### src/rtl/hazard_pkg.sv
// Shared types and defaults for the RAW hazard tracker.
// Entry record is sized for the widest supported register address.
package hazard_pkg;

  localparam int HZ_AW_DEF    = 3;
  localparam int HZ_NSRC_DEF  = 2;
  localparam int HZ_DEPTH_DEF = 3;
  localparam int HZ_AW_MAX    = 8;

  typedef struct packed {
    logic                 valid;
    logic [HZ_AW_MAX-1:0] rd;
    logic                 wr;
    logic                 ld;
  } hz_entry_t;

  function automatic logic hz_live(hz_entry_t e);
    return e.valid && e.wr;
  endfunction

endpackage

### src/rtl/hazard_src_match.sv
// One decode source operand compared against one in-flight writer.
// Register 0 can be made hazard-free for hardwired-zero register files.
module hazard_src_match
  import hazard_pkg::*;
#(
  parameter int AW      = HZ_AW_DEF,
  parameter bit R0_ZERO = 1'b0
) (
  input  logic          id_valid,
  input  logic          used,
  input  logic [AW-1:0] rs,
  input  hz_entry_t     ent,
  output logic          match
);

  logic [HZ_AW_MAX-1:0] rs_x;
  logic                 zero_kill;

  assign rs_x      = HZ_AW_MAX'(rs);
  assign zero_kill = R0_ZERO && (rs == '0);

  assign match = id_valid && used
              && hz_live(ent)
              && (ent.rd == rs_x)
              && !zero_kill;

endmodule

### src/rtl/hazard_stall_tracker.sv
// RAW hazard detector: shift record of in-flight writers,
// decode stall generation and a saturating stall counter.
module hazard_stall_tracker
  import hazard_pkg::*;
#(
  parameter int AW      = HZ_AW_DEF,
  parameter int NSRC    = HZ_NSRC_DEF,
  parameter int DEPTH   = HZ_DEPTH_DEF,
  parameter bit BYPASS  = 1'b0,
  parameter bit R0_ZERO = 1'b0,
  parameter int CW      = 8
) (
  input  logic               clk,
  input  logic               rst_n,
  input  logic               id_valid,
  input  logic [NSRC*AW-1:0] id_rs,
  input  logic [NSRC-1:0]    id_rs_used,
  input  logic [AW-1:0]      id_rd,
  input  logic               id_rd_write,
  input  logic               id_is_load,
  input  logic               advance,
  input  logic [DEPTH:0]     flush_mask,
  output logic               stall,
  output logic [NSRC-1:0]    stall_src,
  output logic [CW-1:0]      stall_count
);

  hz_entry_t ent_q [DEPTH];
  hz_entry_t ent_d [DEPTH];
  logic [CW-1:0] cnt_q, cnt_d;

  logic [NSRC*DEPTH-1:0] hit;
  logic [NSRC-1:0]       src_raw;

  for (genvar i = 0; i < NSRC; i++) begin : g_src
    for (genvar k = 0; k < DEPTH; k++) begin : g_ent
      hazard_src_match #(
        .AW      (AW),
        .R0_ZERO (R0_ZERO)
      ) u_match (
        .id_valid (id_valid),
        .used     (id_rs_used[i]),
        .rs       (id_rs[i*AW +: AW]),
        .ent      (ent_q[k]),
        .match    (hit[i*DEPTH+k])
      );
    end
  end

  // With forwarding only a load still in ID/EX cannot be bypassed.
  always_comb begin
    src_raw = '0;
    for (int i = 0; i < NSRC; i++) begin
      if (BYPASS)
        src_raw[i] = hit[i*DEPTH] && ent_q[0].ld;
      else
        src_raw[i] = |hit[i*DEPTH +: DEPTH];
    end
  end

  assign stall_src   = flush_mask[0] ? '0 : src_raw;
  assign stall       = |stall_src;
  assign stall_count = cnt_q;

  always_comb begin
    for (int k = 0; k < DEPTH; k++)
      ent_d[k] = ent_q[k];
    if (advance) begin
      for (int k = DEPTH-1; k > 0; k--) begin
        ent_d[k]       = ent_q[k-1];
        ent_d[k].valid = ent_q[k-1].valid && !flush_mask[k];
      end
      ent_d[0].valid = id_valid && !stall && !flush_mask[0];
      ent_d[0].rd    = HZ_AW_MAX'(id_rd);
      ent_d[0].wr    = id_rd_write;
      ent_d[0].ld    = id_is_load;
    end else begin
      for (int k = 0; k < DEPTH; k++)
        if (flush_mask[k+1])
          ent_d[k].valid = 1'b0;
    end
  end

  always_comb begin
    cnt_d = cnt_q;
    if (stall && advance && (cnt_q != {CW{1'b1}}))
      cnt_d = cnt_q + 1'b1;
  end

  always_ff @(posedge clk or negedge rst_n) begin
    if (!rst_n) begin
      for (int k = 0; k < DEPTH; k++)
        ent_q[k] <= '0;
      cnt_q <= '0;
    end else begin
      for (int k = 0; k < DEPTH; k++)
        ent_q[k] <= ent_d[k];
      cnt_q <= cnt_d;
    end
  end

endmodule
### config.mk
export PLATFORM = sky130hd
export DESIGN_NAME = hazard_stall_tracker
export DESIGN_NICKNAME = d
export VERILOG_FILES = /design/src/rtl/hazard_pkg.sv /design/src/rtl/hazard_src_match.sv /design/src/rtl/hazard_stall_tracker.sv
export SDC_FILE = /design/constraint.sdc
export NUM_CORES = 1
export LEC_CHECK = 0
export ABC_AREA = 1
export CAP_MARGIN = 20
export CORE_UTILIZATION = 50
export CTS_BUF_LIST = sky130_fd_sc_hd__clkbuf_8
export CTS_CLUSTER_DIAMETER = 40
export CTS_CLUSTER_SIZE = 8
export DETAILED_ROUTE_END_ITERATION = 10
export PLACE_DENSITY = 0.76
export SKIP_LAST_GASP = 1
export SLEW_MARGIN = 20
export SYNTH_ARGS = -nofsm -noshare
export SYNTH_HDL_FRONTEND = slang
export SYNTH_HIERARCHICAL = 1
export SYNTH_SLANG_ARGS = --single-unit
### constraint.sdc
create_clock -name clk -period 1.6 [get_ports clk]
set_input_delay 0.32 -clock clk [delete_from_list [all_inputs] [get_ports clk]]
set_output_delay 0.32 -clock clk [all_outputs]
set_load 0.005 [all_outputs]
Yosys cells after proc, flatten, opt, wreduce, memory -nomap -nowiden
Index checks and enable logic that the tools add are counted.
- bits in registers: 23
- input bits: 21
- output and inout port bits: 11
- add/sub/neg operators: 1
- eq/ne operators: 7
- muxes and demuxes: 7
- reduce and logical (&&, ||, !) cells: 33
- operators with widths (operator ; number):
    1-bit logical AND ; 23
    3-bit equality test ; 6
    8-bit by 1-bit adder with 8-bit output (second input constant) ; 1
    8-bit inequality test (second input constant) ; 1
    1-bit 2-to-1 mux ; 6
    2-bit nonzero test ; 3
    3-bit OR reduction ; 2
    1-bit logical NOT ; 4
    2-bit 2-to-1 mux ; 1
    2-bit OR reduction ; 1

Logic depth before layout (Yosys ltp)
- depth in word-level cells: 10
- depth in mapped cells: 14

Cells and area by module
The synthesis kept the hierarchy.
- modules (own cells, without submodules) (module ; instances ; cells each ; area an instance (sq um) ; seq. area each (sq um)):
    hazard_stall_tracker ; 1 ; 156 ; 1231.2 ; 650.6
    hazard_src_match ; 6 ; 24 ; 100.1 ; 0.0

Least setup slack after synthesis
OpenSTA, ideal clock, no wires.
- path kind: register to register
- start: reg ent_q[14] in the netlist's numbering
- end: reg cnt_q[4], in the netlist stall_count[4]
- setup time: 126 ps
- arrival time: 1358 ps
- setup slack: 116 ps
- cell stages (with the launch flop): 14
- path buffers: 1
- clock period less this slack: 1484 ps
- cell sequence: dfrtp_1 nand2_2 nand2_1 nor2_1 nand2_1 nor2_2 nor2_1 nand2_1 nand2_1 nand2_1 nand3_2 buf_6 nand2_1 o21ai_0
- longest elaborated chain between the ends: 7
- elaborated cells on any way between the ends: 10
- classes of those cells: eq/ne (2); mux (1); reduce/logical (7)
- ends and longest elaborated chain (what ; RTL line ; RTL):
    start, declared ; hazard_stall_tracker.sv:28 ; hz_entry_t ent_q [DEPTH];
    start signal, assigned by index ; hazard_stall_tracker.sv:97 ; ent_q[k] <= ent_d[k];
    3-bit equality test ; hazard_src_match.sv:24 ; && (ent.rd == rs_x)
    1-bit logical AND ; hazard_src_match.sv:24 ;
    net hit[4] ; hazard_stall_tracker.sv:32 ; logic [NSRC*DEPTH-1:0] hit;
    3-bit OR reduction ; hazard_stall_tracker.sv:57 ; src_raw[i] = |hit[i*DEPTH +: DEPTH];
    2-bit 2-to-1 mux ; hazard_stall_tracker.sv:61 ; assign stall_src = flush_mask[0] ? '0 : src_raw;
    2-bit OR reduction ; hazard_stall_tracker.sv:62 ; assign stall = |stall_src;
    net stall ; hazard_stall_tracker.sv:23 ; output logic stall,
    1-bit logical AND (2 in series) ; hazard_stall_tracker.sv:86 ; if (stall && advance && (cnt_q != {CW{1'b1}}))
    end signal, assigned ; hazard_stall_tracker.sv:98 ; cnt_q <= cnt_d;
    end, declared ; hazard_stall_tracker.sv:30 ; logic [CW-1:0] cnt_q, cnt_d;
The timed path passes the listed nets, and every way through them passes these cells.
A chain may end at the register's enable or synchronous reset.

Worst setup path in the final report
- start: reg ent_q[15] in the netlist's numbering
- end: out stall_src[0]
- longest elaborated chain between the ends: 4
- ends and longest elaborated chain (what ; RTL line ; RTL):
    3-bit equality test ; hazard_src_match.sv:24 ;
    1-bit logical AND ; hazard_src_match.sv:24 ;
    net hit[1] ; hazard_stall_tracker.sv:32 ;
    3-bit OR reduction ; hazard_stall_tracker.sv:57 ;
    2-bit 2-to-1 mux ; hazard_stall_tracker.sv:61 ;
    end, declared ; hazard_stall_tracker.sv:24 ; output logic [NSRC-1:0] stall_src,
The timed path passes the listed nets, and every way through them passes these cells.

==> results.md <==
- Root Driver: clkbuf_8
- Routed WL: between 4 and 5 mm
- Initial Util: around 55%
- Clk buf depth: 2
- Pwr Density: ~550 nW/um^2
- Final Power: 1.34 mW
- HPWL after detailed placement: about 3 mm
- Synthesized area: about 1700 sq um
- Crit path max-delay family: simple AND/OR/NAND/NOR gates
- Number of diodes: 0
- Crit path time final: 1.88 ns
- Setup TNS: -1.40 ns
- Failing checks: setup timing
- Drc violations: 0
- Clk pwr share: between 20% and 30%
- Part of the power in registers: roughly half
- Net Sw Frac: 30.0%
- Io pins: 32
- Placed cell area: between 2000 and 2500 sq um
- CTS tree: built
- Worst path required time: 1.28 ns
- CTS Buf Count: 3
- Worst hold path class: input port to async pin
- RSZ-0062 raised after global routing: yes
- Slowest cell on crit path: dfrtp_1
- Port Buf Inserts: 30
- DRT Pass-1 Iters: 4
- Synth Warn #: 6
- Core area: between 3000 and 4000 sq um
- CP arrival: approximately 1.6 ns
- Crit-path cells: inv_1 -> nand2_1 -> nand2_1 -> nor2_1 -> nand2_1 -> nor2_2 -> nor2_1 -> nand2_1 -> nand2_2 -> inv_1 -> clkdlybuf4s15_2
- Die Ht: ~60 microns
- CTS Hold Bufs: 0
- CTS H-Tree Depth: 1
- Clock-pin slew on the worst setup and hold paths: 0.08 ns
- Area growth from synthesis to layout: 40.0%
- Vias/cell: 4.30
- Max Slew Vio Count: 0
- Most Frequent Cell on Critical Path: nand2_1
- Vias in the first global route: roughly 1,600
- Fin util: roughly three quarters
- First-pass GRT wire length: 6.67 mm
- Clk sink count: 23
- Tcrit/Tclk final: 118%
- Initial antenna violation count: 0
- Maximum VDD drop: between 0.4 and 0.5 mV
- Fin nets: 391
- Via count: around 1,800
- P_leak: roughly 1.4 nW
- Initial DRC Count: 84
- Max-cap viol count: 0
- Slowest Stage Delay on Critical Path: roughly 0.43 ns
- Kind of critical path: register to primary output
- Comb pwr share: 22.7%
- Crit path capture type: primary output
- Buf+Inv Stages, Crit Path: 3
- Share of layout cells above drive strength 1: approximately 17%
- Mapped Cells: around 290
- Synthesized area per cell: 5.98 sq um
- Row cnt: 20
- Pint: around 940 uW
- Die ar.: 3680 sq um
- Outcome: finished with violations
- WL/cell: between 9 and 10 microns
- Psw: ~400 uW
- Final hold vios: 0
- Setup ws final: -0.280 ns
- Layout Skew: between 0.004 and 0.005 ns
- Die X: around 61 microns
- Routed Antenna Nets: 0
- FILL cells: approximately 280
- Cell area after layout: between 2000 and 2500 sq um
- Final setup violation count: 11
- Largest net degree at the start of global routing: 24
- GRT Overall Usage: between 20% and 30%
- Crit start category: register
- CP max FO: 4
- Maximum clock frequency: between 0.5 and 0.6 GHz
- Final Wtd Congestion: between 0.8 and 0.9
- Clock Latency Late Sink: about 0.27 ns
- Grt total ovfl: 0
flip-flops by register name, summed over array words and instances (netlist names):
name and count:
stall_count 8, ent_q 15
per-layer routing:
metal	track usage (%)	wire length, microns	vias up
li1	-	-	979
met1	32.4	1950	743
met2	41.8	1880	44
met3	4.90	193	4
met4	7.47	31	0
met5	0	0	-
placed cells by master, fill, tap and decap left out, drive strengths merged, types with 2 or more instances in the layout:
cell and instances:
nand3b 2, o21ai 8, buf 22, xor2 2
inv 59, nor2 37, clkbuf 3, o211ai 6
nand3 16, nand2 127, conb 30, clkdlybuf4s50 17
dlygate4sd2 9, dfrtp 23
path summary, 6_finish.rpt:
path                                  end  cells after the start  slack (ns)      start
setup / recovery             stall_src[0]                     11       -0.28  ent_q[15]
hold / removal                   ent_q[2]                      2        0.40      rst_n
setup reg to reg           stall_count[4]                     15       -0.10  ent_q[15]
hold reg to reg                  ent_q[1]                      2        0.52   ent_q[1]
max in group asynchronous        ent_q[4]                      2        0.95      rst_n
min in group clk                 ent_q[1]                      2        0.52   ent_q[1]
area by class of cell:
class                      count  area, sq um  area share (%)
clock buffer                   3         41.3            1.71
clock inverter                 1         5.00           0.207
sequential                    23          582            24.1
tap                           44         55.1            2.28
inverter                      59          221            9.18
timing repair buffer          50          450            18.7
multi-input combinational    232         1060            43.8
metrics by stage:
stage / std cells / hold WS [ns] / setup slack [ns]
floorplan: 317 / 0.0244 / 0.116
global placement: 403 / 0.496 / -0.815
detailed placement: 403 / 0.497 / -0.835
CTS: 411 / 0.405 / -0.305
global route: 412 / 0.428 / -0.379
finish: 412 / 0.396 / -0.280
repair_timing:
item / in CTS / in global routing
buffers inserted: 3 / 1
gates resized for setup: 29 / 14
pin swaps: 14 / 7
hold endpoints to repair: 0 / 0
setup endpoints to repair: 12 / 15
gates cloned: 1 / 0
power groups by stage:
stage	Sequential, mW	Combinational [mW]	Clock, mW
floorplan	0.662	0.152	0
global placement	0.675	0.277	0
detailed placement	0.675	0.282	0
CTS	0.662	0.295	0.380
global route	0.670	0.348	0.405
finish	0.664	0.305	0.370
worst register-to-register path: stages, from the launching register on:
cell and delay [ns]:
dfrtp_1 0.43, buf_6 0.13, inv_2 0.03, nand2_2 0.04, nand2_1 0.05, nor2_1 0.08, nand2_1 0.07, nor2_2 0.08
nor2_1 0.04, nand2_1 0.07, nand2_2 0.07, nand2_2 0.07, buf_4 0.15, nand3_4 0.12, nand2_2 0.08, o21ai_0 0.07
(Power assumes the default switching activity.)
